==> config.mk <==
export PLATFORM = sky130hd
export DESIGN_NAME = datapath
export DESIGN_NICKNAME = d
export VERILOG_FILES = /design/src/rtl/datapath_pkg.sv /design/src/rtl/datapath_alu.sv /design/src/rtl/datapath.sv
export SDC_FILE = /design/constraint.sdc
export NUM_CORES = 2
export LEC_CHECK = 0
export BUFFER_PORTS_ARGS = -buffer_cell sky130_fd_sc_hd__clkbuf_2
export CORE_MARGIN = 8
export CORE_UTILIZATION = 68
export DETAILED_ROUTE_END_ITERATION = 12
export HOLD_SLACK_MARGIN = 0.02
export PLACE_DENSITY = 0.85
export SYNTH_ARGS = -nofsm -noshare
export SYNTH_HDL_FRONTEND = slang
export SYNTH_SLANG_ARGS = --single-unit
==> constraint.sdc <==
create_clock -name clk -period 38.7 [get_ports clk]
set_input_delay 1.935 -clock clk [delete_from_list [all_inputs] [get_ports clk]]
set_output_delay 1.935 -clock clk [all_outputs]
set_load 0.02 [all_outputs]
==> src/rtl/datapath_pkg.sv <==
// datapath_pkg: bus/enable bit indices and ALU opcodes shared by the datapath files
package datapath_pkg;
    localparam int IDX_R0      = 0;
    localparam int IDX_HI      = 16;
    localparam int IDX_LO      = 17;
    localparam int IDX_ZHI     = 18;
    localparam int IDX_ZLO     = 19;
    localparam int IDX_PC      = 20;
    localparam int IDX_MDR     = 21;
    localparam int IDX_INPORT  = 22;
    localparam int IDX_IR      = 23;
    localparam int IDX_Z       = 24;
    localparam int IDX_MAR     = 25;
    localparam int IDX_OUTPORT = 26;
    localparam int IDX_Y       = 27;
    localparam int NUM_REGS    = 28;
    localparam int NUM_SRCS    = 23;

    typedef enum logic [3:0] {
        OP_ADD  = 4'd0,
        OP_SUB  = 4'd1,
        OP_MUL  = 4'd2,
        OP_DIV  = 4'd3,
        OP_AND  = 4'd4,
        OP_OR   = 4'd5,
        OP_ROR  = 4'd6,
        OP_ROL  = 4'd7,
        OP_SHL  = 4'd8,
        OP_SHR  = 4'd9,
        OP_SHRA = 4'd10,
        OP_NEG  = 4'd11,
        OP_NOT  = 4'd12,
        OP_INC  = 4'd13,
        OP_R14  = 4'd14,
        OP_R15  = 4'd15
    } alu_op_t;
endpackage

==> src/rtl/datapath_alu.sv <==
// datapath_alu: combinational ALU, C = f(A, B); MUL/DIV only built with DATAPATH_MULDIV_EN
module datapath_alu
    import datapath_pkg::*;
(
    input  logic [31:0] a,
    input  logic [31:0] b,
    input  alu_op_t     op,
    output logic [63:0] c
);
    logic [4:0] sh;
    logic [5:0] sh_inv;
    assign sh     = b[4:0];
    assign sh_inv = 6'd32 - {1'b0, sh};
    // a shift by 32 yields 0, so sh=0 rotates back to A unchanged
    always_comb begin
        c = '0;
        case (op)
            OP_ADD:  c[31:0] = a + b;
            OP_SUB:  c[31:0] = a - b;
`ifdef DATAPATH_MULDIV_EN
            OP_MUL:  c = $signed({{32{a[31]}}, a}) * $signed({{32{b[31]}}, b});
            OP_DIV:  c = (b == '0) ? '0 : {$signed(a) % $signed(b), $signed(a) / $signed(b)};
`endif
            OP_AND:  c[31:0] = a & b;
            OP_OR:   c[31:0] = a | b;
            OP_ROR:  c[31:0] = (a >> sh) | (a << sh_inv);
            OP_ROL:  c[31:0] = (a << sh) | (a >> sh_inv);
            OP_SHL:  c[31:0] = a << sh;
            OP_SHR:  c[31:0] = a >> sh;
            OP_SHRA: c[31:0] = $signed(a) >>> sh;
            OP_NEG:  c[31:0] = -b;
            OP_NOT:  c[31:0] = ~b;
            OP_INC:  c[31:0] = b + 32'd1;
            default: c = '0;
        endcase
    end
endmodule

==> src/rtl/datapath.sv <==
// datapath: single-bus CPU datapath (registers, priority bus mux, Z capture); MUL/DIV via DATAPATH_MULDIV_EN
module datapath
    import datapath_pkg::*;
#(
    parameter int WIDTH = 32
) (
    input  logic             clk,
    input  logic             clr,
    input  logic [31:0]      enable,
    input  logic [31:0]      busSelect,
    input  logic [WIDTH-1:0] inPort,
    input  logic [WIDTH-1:0] MDataIn,
    input  logic             MD_Read,
    input  logic [3:0]       Control_Signals,
    output logic [WIDTH-1:0] busMuxOut
);
    logic [WIDTH-1:0]   regs_q [NUM_REGS];
    logic [WIDTH-1:0]   regs_d [NUM_REGS];
    logic [WIDTH-1:0]   src [NUM_SRCS];
    logic [2*WIDTH-1:0] z_q, z_d, alu_c;
    logic               unused_bits;

    assign unused_bits = ^{enable[31:28], enable[IDX_INPORT], enable[IDX_ZLO:IDX_ZHI], busSelect[31:23]};

    datapath_alu u_alu (
        .a  (regs_q[IDX_Y]),
        .b  (busMuxOut),
        .op (alu_op_t'(Control_Signals)),
        .c  (alu_c)
    );

    // iterating downward lets the lowest set select bit win
    always_comb begin
        for (int i = 0; i < NUM_SRCS; i++) src[i] = regs_q[i];
        src[IDX_ZHI] = z_q[2*WIDTH-1:WIDTH];
        src[IDX_ZLO] = z_q[WIDTH-1:0];
        busMuxOut = '0;
        for (int i = NUM_SRCS - 1; i >= 0; i--) if (busSelect[i]) busMuxOut = src[i];
    end

    always_comb begin
        for (int i = 0; i < NUM_REGS; i++) regs_d[i] = enable[i] ? busMuxOut : regs_q[i];
        regs_d[IDX_MDR]    = enable[IDX_MDR] ? (MD_Read ? MDataIn : busMuxOut) : regs_q[IDX_MDR];
        regs_d[IDX_INPORT] = inPort;
        regs_d[IDX_ZHI]    = '0;
        regs_d[IDX_ZLO]    = '0;
        regs_d[IDX_Z]      = '0;
        z_d = enable[IDX_Z] ? alu_c : z_q;
    end

    always_ff @(posedge clk or posedge clr) begin
        if (clr) begin
            regs_q <= '{default: '0};
            z_q    <= '0;
        end else begin
            regs_q <= regs_d;
            z_q    <= z_d;
        end
    end
endmodule

==> results of run 1 <==
[per-stage QoR]
step           util, %  std cells
4_1_cts           73.8       6199
3_5_place_dp      70.1       6068
3_3_place_gp      70.1       6068
2_1_floorplan        -       5391
[layer usage]
layer	GRT overflow	GRT usage, %
met1	10	76.2
met2	87	89.7
met3	12	64.2
met4	69	71.4
met5	5	37.4
[cell families after synthesis]
group                    after synthesis  share of synthesized area, %
multiplexers                         582                          13.3
XOR/XNOR                              85                          1.63
flip-flops                           736                          39.4
adder cells (fa/ha/maj)               61                          1.64
buffers and inverters                651                          5.61
AO/OA/AOI/OAI                       1697                          23.2
AND/OR/NAND/NOR                     1579                          15.1
==> impl_metrics.prom, run 1 <==
# TYPE chip_impl_metric gauge
chip_impl_info{name="outcome",value="did not finish"} 1
chip_impl_info{name="failing_step",value="global routing"} 1
chip_impl_info{name="run.stop_error",value="[ERROR GRT-0232] Routing congestion too high. Check the congestion heatmap in the GUI."} 1
chip_impl_metric{name="boundaryPins",unit=""} 167
chip_impl_metric{name="fp.dieW",unit="um"} 278
chip_impl_metric{name="rows",unit=""} 96
chip_impl_info{name="netlist_top_cells_count",value="736 x sky130_fd_sc_hd__dfrtp_1, 705 x sky130_fd_sc_hd__nor2_1, 677 x sky130_fd_sc_hd__a21oi_1"} 1
chip_impl_metric{name="proportion_of_synthesized_flip_flops_having_asynchronous_set_or_reset",unit="%"} 100
chip_impl_metric{name="post-dp-hpwl",unit="um"} 139000
chip_impl_metric{name="synth_sequential_area_ratio",unit="%"} 39.4
chip_impl_metric{name="syn_inst_count",unit=""} 5391
chip_impl_metric{name="post_cts_resize_count",unit=""} 0
chip_impl_metric{name="synth_area_per_cell",unit="um^2"} 8.66
chip_impl_metric{name="maximum_number_of_pins_on_one_net_before_global_route_repair",unit=""} 177
chip_impl_metric{name="die_y",unit="um"} 278
chip_impl_metric{name="synth-warning-count",unit=""} 0
chip_impl_info{name="post-synth-top-count-cell",value="sky130_fd_sc_hd__dfrtp_1"} 1
chip_impl_info{name="synth_ff_type",value="sky130_fd_sc_hd__dfrtp_1"} 1
chip_impl_metric{name="gp_congestion",unit=""} 1.10
chip_impl_metric{name="clock_sink_count",unit=""} 736
chip_impl_metric{name="start_util",unit="%"} 68.3
chip_impl_metric{name="clock_path_buffers",unit=""} 3
chip_impl_metric{name="cts_post_setup_buffers_inserted",unit=""} 0
chip_impl_info{name="clock_tree.root_cell",value="sky130_fd_sc_hd__clkbuf_16"} 1
chip_impl_info{name="synth_top_cell_by_area",value="sky130_fd_sc_hd__dfrtp_1"} 1
chip_impl_metric{name="io_buffers",unit=""} 147
chip_impl_metric{name="netlist-cell-type-count",unit=""} 118
chip_impl_metric{name="place_worst_setup_slack",unit="ns"} 28.18
chip_impl_metric{name="tritoncts.num_buffers",unit=""} 71
chip_impl_metric{name="synthesis.area",unit="mm^2"} 0.0467
chip_impl_metric{name="synth_seq_cells",unit=""} 736
chip_impl_metric{name="number_of_enable_type_register_cells_in_the_synthesized_netlist",unit=""} 0
chip_impl_metric{name="placed_cell_area",unit="mm^2"} 0.0479
chip_impl_metric{name="grtUsageTotal",unit="%"} 75.7
chip_impl_metric{name="holdBufCountCts",unit=""} 0
chip_impl_metric{name="h_tree_level_count",unit=""} 3
chip_impl_metric{name="grt_overflow",unit=""} 183
chip_impl_metric{name="grt_antenna_before_repair",unit=""} 55
chip_impl_info{name="top_cells_by_area_synth",value="sky130_fd_sc_hd__dfrtp_1 39%, sky130_fd_sc_hd__mux2_2 7.4%, sky130_fd_sc_hd__a21oi_1 7.3%"} 1
chip_impl_metric{name="netlist.area_leader.share",unit="%"} 39.4
chip_impl_metric{name="synth.net_count",unit=""} 5583
==> run 2, diff against run 1 <==
--- a/config.mk
+++ b/config.mk
@@ -7,10 +7,9 @@
 export LEC_CHECK = 0
 export BUFFER_PORTS_ARGS = -buffer_cell sky130_fd_sc_hd__clkbuf_2
 export CORE_MARGIN = 8
-export CORE_UTILIZATION = 68
+export CORE_UTILIZATION = 40
 export DETAILED_ROUTE_END_ITERATION = 12
-export HOLD_SLACK_MARGIN = 0.02
-export PLACE_DENSITY = 0.85
+export PLACE_DENSITY_LB_ADDON = 0.15
 export SYNTH_ARGS = -nofsm -noshare
 export SYNTH_HDL_FRONTEND = slang
 export SYNTH_SLANG_ARGS = --single-unit
==> run 2 against run 1 <==
Against the previous run: the run now ends clean; area after synthesis unchanged; synthesized cell count did not move.
==> impl_metrics.prom, run 2 <==
# TYPE chip_impl_metric gauge
chip_impl_info{name="outcome",value="finished, final reports clean"} 1
chip_impl_metric{name="finalSetupViolations",unit=""} 0
chip_impl_metric{name="grt_antenna_before_repair",unit=""} 9
chip_impl_metric{name="r2r_cells",unit=""} 27
chip_impl_metric{name="dp.cells",unit=""} 6721
chip_impl_metric{name="postRouteWirelength",unit="um"} 211000
chip_impl_metric{name="max_slew_violation_count",unit=""} 0
chip_impl_metric{name="tritoncts.num_buffers",unit=""} 85
chip_impl_info{name="critPathCaptureType",value="register"} 1
chip_impl_metric{name="largest_reg_flops",unit=""} 704
chip_impl_info{name="min_delay_worst_type",value="reg -> reg"} 1
chip_impl_metric{name="synth-warning-count",unit=""} 0
chip_impl_metric{name="reg2reg_setup_slack",unit="ns"} 29.85
chip_impl_metric{name="power.static_leakage",unit="uW"} 0.0218
chip_impl_metric{name="area.growth.synth_to_final",unit="%"} 10.6
chip_impl_metric{name="number_of_hold_slack_violations_in_the_final_timing_report",unit=""} 0
chip_impl_info{name="top_register",value="regs_q"} 1
chip_impl_metric{name="slew-limit-headroom",unit="%"} 10.6
chip_impl_info{name="worst_min_delay_path_endpoint",value="regs_q[384]$_DFFE_PP0P_"} 1
chip_impl_metric{name="start_util",unit="%"} 40.2
chip_impl_metric{name="place_worst_setup_slack",unit="ns"} 27.86
chip_impl_metric{name="syn_inst_count",unit=""} 5391
chip_impl_metric{name="holdBufCountCts",unit=""} 0
chip_impl_metric{name="fill_cells",unit=""} 11500
chip_impl_metric{name="fin_crit",unit="ns"} 10.65
chip_impl_metric{name="vias",unit=""} 43500
chip_impl_metric{name="gp_congestion",unit=""} 1.07
chip_impl_info{name="critical_path.startpoint_type",value="primary input"} 1
chip_impl_info{name="rsz0062_at_grt",value="no"} 1
chip_impl_metric{name="synthesis.area",unit="mm^2"} 0.0467
chip_impl_metric{name="die_area",unit="mm^2"} 0.128
chip_impl_metric{name="power.density_cell_area",unit="mW/mm^2"} 62.1
chip_impl_info{name="clock_tree.root_cell",value="sky130_fd_sc_hd__clkbuf_16"} 1
chip_impl_metric{name="fin_ws",unit="ns"} 28.05
chip_impl_metric{name="critPathRequiredTime",unit="ns"} 39.20
chip_impl_metric{name="worst_pin_slew",unit="ns"} 1.33
chip_impl_metric{name="grtUsageTotal",unit="%"} 32.0
chip_impl_metric{name="synth_area_per_cell",unit="um^2"} 8.66
chip_impl_metric{name="grt_overflow",unit=""} 0
chip_impl_metric{name="finish.net_count",unit=""} 5476
chip_impl_metric{name="boundaryPins",unit=""} 167
chip_impl_metric{name="worst_skew_pair.late_latency",unit="ns"} 0.68
chip_impl_metric{name="netlist.area_leader.share",unit="%"} 39.4
chip_impl_metric{name="netlist-cell-type-count",unit=""} 118
chip_impl_metric{name="synth_sequential_area_ratio",unit="%"} 39.4
chip_impl_metric{name="vias_in_the_first_global_route",unit=""} 41500
chip_impl_metric{name="hold_path_depth",unit=""} 1
chip_impl_metric{name="timing.fmax",unit="MHz"} 93.9
chip_impl_metric{name="data_arrival_time_at_the_worst_slack_endpoint",unit="ns"} 11.15
chip_impl_metric{name="drtIter0Drc",unit=""} 5358
chip_impl_metric{name="fp.dieW",unit="um"} 358
chip_impl_metric{name="irDropWorstVdd",unit="mV"} 0.0655
chip_impl_metric{name="maximum_number_of_pins_on_one_net_before_global_route_repair",unit=""} 154
chip_impl_metric{name="final.period_utilization",unit="%"} 27.5
chip_impl_metric{name="clk_slew_on_worst_s_h_paths",unit="ns"} 0.06
chip_impl_metric{name="cts_post_setup_buffers_inserted",unit=""} 0
chip_impl_info{name="netlist_top_cells_count",value="736 x sky130_fd_sc_hd__dfrtp_1, 705 x sky130_fd_sc_hd__nor2_1, 677 x sky130_fd_sc_hd__a21oi_1"} 1
chip_impl_metric{name="synth_seq_cells",unit=""} 736
chip_impl_info{name="post-synth-top-count-cell",value="sky130_fd_sc_hd__dfrtp_1"} 1
chip_impl_metric{name="proportion_of_synthesized_flip_flops_having_asynchronous_set_or_reset",unit="%"} 100
chip_impl_metric{name="timing.clock.skew",unit="ns"} 0.0424
chip_impl_metric{name="drv.max_cap_violation_count",unit=""} 0
chip_impl_metric{name="fin_tns_setup",unit="ns"} 0
chip_impl_info{name="synth_top_cell_by_area",value="sky130_fd_sc_hd__dfrtp_1"} 1
chip_impl_info{name="r2r_start",value="z_q[24]$_DFFE_PP0P_"} 1
chip_impl_info{name="final_common_cell",value="sky130_fd_sc_hd__dfrtp_1"} 1
chip_impl_metric{name="routed_wire_length_per_instance",unit="um"} 30.6
chip_impl_metric{name="layout.cells.non_filler",unit=""} 6883
chip_impl_metric{name="worst-path-max-fanout",unit=""} 18
chip_impl_info{name="top_cells_by_area_synth",value="sky130_fd_sc_hd__dfrtp_1 39%, sky130_fd_sc_hd__mux2_2 7.4%, sky130_fd_sc_hd__a21oi_1 7.3%"} 1
chip_impl_metric{name="drt-pass1-iter-count",unit=""} 6
chip_impl_metric{name="h_tree_level_count",unit=""} 3
chip_impl_metric{name="first_pass_grt_wire_length",unit="um"} 302000
chip_impl_metric{name="clock_sink_count",unit=""} 736
chip_impl_metric{name="number_of_enable_type_register_cells_in_the_synthesized_netlist",unit=""} 0
chip_impl_metric{name="post-dp-hpwl",unit="um"} 146000
chip_impl_metric{name="clock_path_buffers",unit=""} 3
chip_impl_metric{name="io_buffers",unit=""} 147
chip_impl_metric{name="drtAntennaViolNets",unit=""} 0
chip_impl_metric{name="post_cts_resize_count",unit=""} 0
chip_impl_info{name="tritoncts_clock_tree",value="yes"} 1
chip_impl_metric{name="drc",unit=""} 0
chip_impl_metric{name="proportion_of_layout_cells_with_a_drive_suffix_above_1",unit="%"} 16.1
chip_impl_info{name="r2r_end",value="z_q[30]$_DFFE_PP0P_"} 1
chip_impl_info{name="start_to_end_type_of_the_worst_setup_path",value="in -> reg"} 1
chip_impl_metric{name="rows",unit=""} 125
chip_impl_info{name="holdCritStartpoint",value="regs_q[384]$_DFFE_PP0P_"} 1
chip_impl_info{name="largest_registers",value="regs_q: 704 flops, z_q: 32 flops"} 1
chip_impl_info{name="synth_ff_type",value="sky130_fd_sc_hd__dfrtp_1"} 1
chip_impl_metric{name="viasPerCell",unit=""} 6.31
chip_impl_info{name="final_cell_mix",value="736 x sky130_fd_sc_hd__dfrtp_1, 701 x sky130_fd_sc_hd__nor2_1, 671 x sky130_fd_sc_hd__a21oi_1"} 1
chip_impl_metric{name="core_region_area",unit="mm^2"} 0.116
chip_impl_metric{name="synth.net_count",unit=""} 5583
chip_impl_metric{name="die_y",unit="um"} 358
run 2: area by class of cell:
cell class	instances	area (um^2)	share of cell area, %
Antenna cell	7	17.5	0.0339
Clock buffer	127	2520	4.87
Clock inverter	28	298	0.576
Inverter	132	505	0.979
Multi-Input combinational cell	4004	25900	50.1
Sequential cell	736	18400	35.7
Tap cell	1524	1910	3.69
Timing Repair Buffer	325	2100	4.06
run 2: routing by layer:
| metal | up-vias | track usage [%] | share of wire [%] |
|---|---|---|---|
| li1 | 19200 | - | - |
| met1 | 21700 | 42.1 | 41 |
| met2 | 2088 | 48.8 | 44 |
| met3 | 472 | 5.48 | 8.0 |
| met4 | 2 | 20.6 | 7.5 |
| met5 | - | 0 | 0.0066 |
run 2: cell families after synthesis:
kind of cell | after synthesis | synth area share, %
mux | 582 | 13.3
simple gates | 1579 | 15.1
fa+ha+maj | 61 | 1.64
xor+xnor | 85 | 1.63
flops | 736 | 39.4
compound gates | 1697 | 23.2
buf+inv | 651 | 5.61
run 2: where the power goes:
part | switching [uW] | internal, uW
Sequential | 113 | 925
Combinational | 891 | 461
Clock | 347 | 472
Total | 1350 | 1860
run 2: critical path, stage by stage:
cell	delay [ns]
sky130_fd_sc_hd__clkbuf_2	0.33
sky130_fd_sc_hd__or3_1	0.76
sky130_fd_sc_hd__a211oi_1	0.35
sky130_fd_sc_hd__o21ai_0	0.51
sky130_fd_sc_hd__o211ai_1	0.26
sky130_fd_sc_hd__o21ai_0	0.13
sky130_fd_sc_hd__a221oi_1	1.00
sky130_fd_sc_hd__o31ai_1	0.19
sky130_fd_sc_hd__a221o_1	0.34
sky130_fd_sc_hd__a221oi_1	0.28
sky130_fd_sc_hd__o31ai_1	0.19
sky130_fd_sc_hd__a31oi_4	0.67
sky130_fd_sc_hd__buf_4	0.44
sky130_fd_sc_hd__inv_1	0.10
sky130_fd_sc_hd__ha_1	0.44
sky130_fd_sc_hd__a21o_1	0.20
sky130_fd_sc_hd__a21oi_1	0.28
sky130_fd_sc_hd__o21ai_0	0.18
sky130_fd_sc_hd__a21oi_1	0.18
sky130_fd_sc_hd__nor2b_1	0.08
sky130_fd_sc_hd__nor4_1	0.39
sky130_fd_sc_hd__nor3_1	0.10
sky130_fd_sc_hd__a31oi_1	0.26
sky130_fd_sc_hd__nand4_1	0.18
sky130_fd_sc_hd__a221oi_1	0.42
sky130_fd_sc_hd__o221ai_1	0.28
sky130_fd_sc_hd__a211oi_1	0.47
sky130_fd_sc_hd__o22ai_1	0.13
run 2: metrics by stage:
stage / instance area (um^2) / utilization, % / total power (uW) / hold WS (ns)
global route: 51600 / 44.5 / 3340 / 0.512
finish: 51700 / 44.5 / 3210 / 0.497
floorplan: 46700 / - / 1890 / 0.457
detailed placement: 48800 / 42.1 / 2360 / 0.479
global placement: 48800 / 42.1 / 2350 / 0.480
CTS: 51600 / 44.5 / 3190 / 0.500
run 2: worst max-delay path by stage:
stage / start / cells after the start / slack [ns] / endpoint
after floorplan: clr / 1 / 16.11 / regs_q[0]$_DFFE_PP0P_
after global placement: busSelect[16] / 28 / 27.91 / z_q[30]$_DFFE_PP0P_
after detailed placement: busSelect[16] / 28 / 27.86 / z_q[30]$_DFFE_PP0P_
after CTS: busSelect[16] / 28 / 28.51 / z_q[30]$_DFFE_PP0P_
after global routing: busSelect[16] / 28 / 27.95 / z_q[30]$_DFFE_PP0P_
final: busSelect[16] / 28 / 28.05 / z_q[30]$_DFFE_PP0P_
No activity file was read; power rests on OpenSTA's default activity.
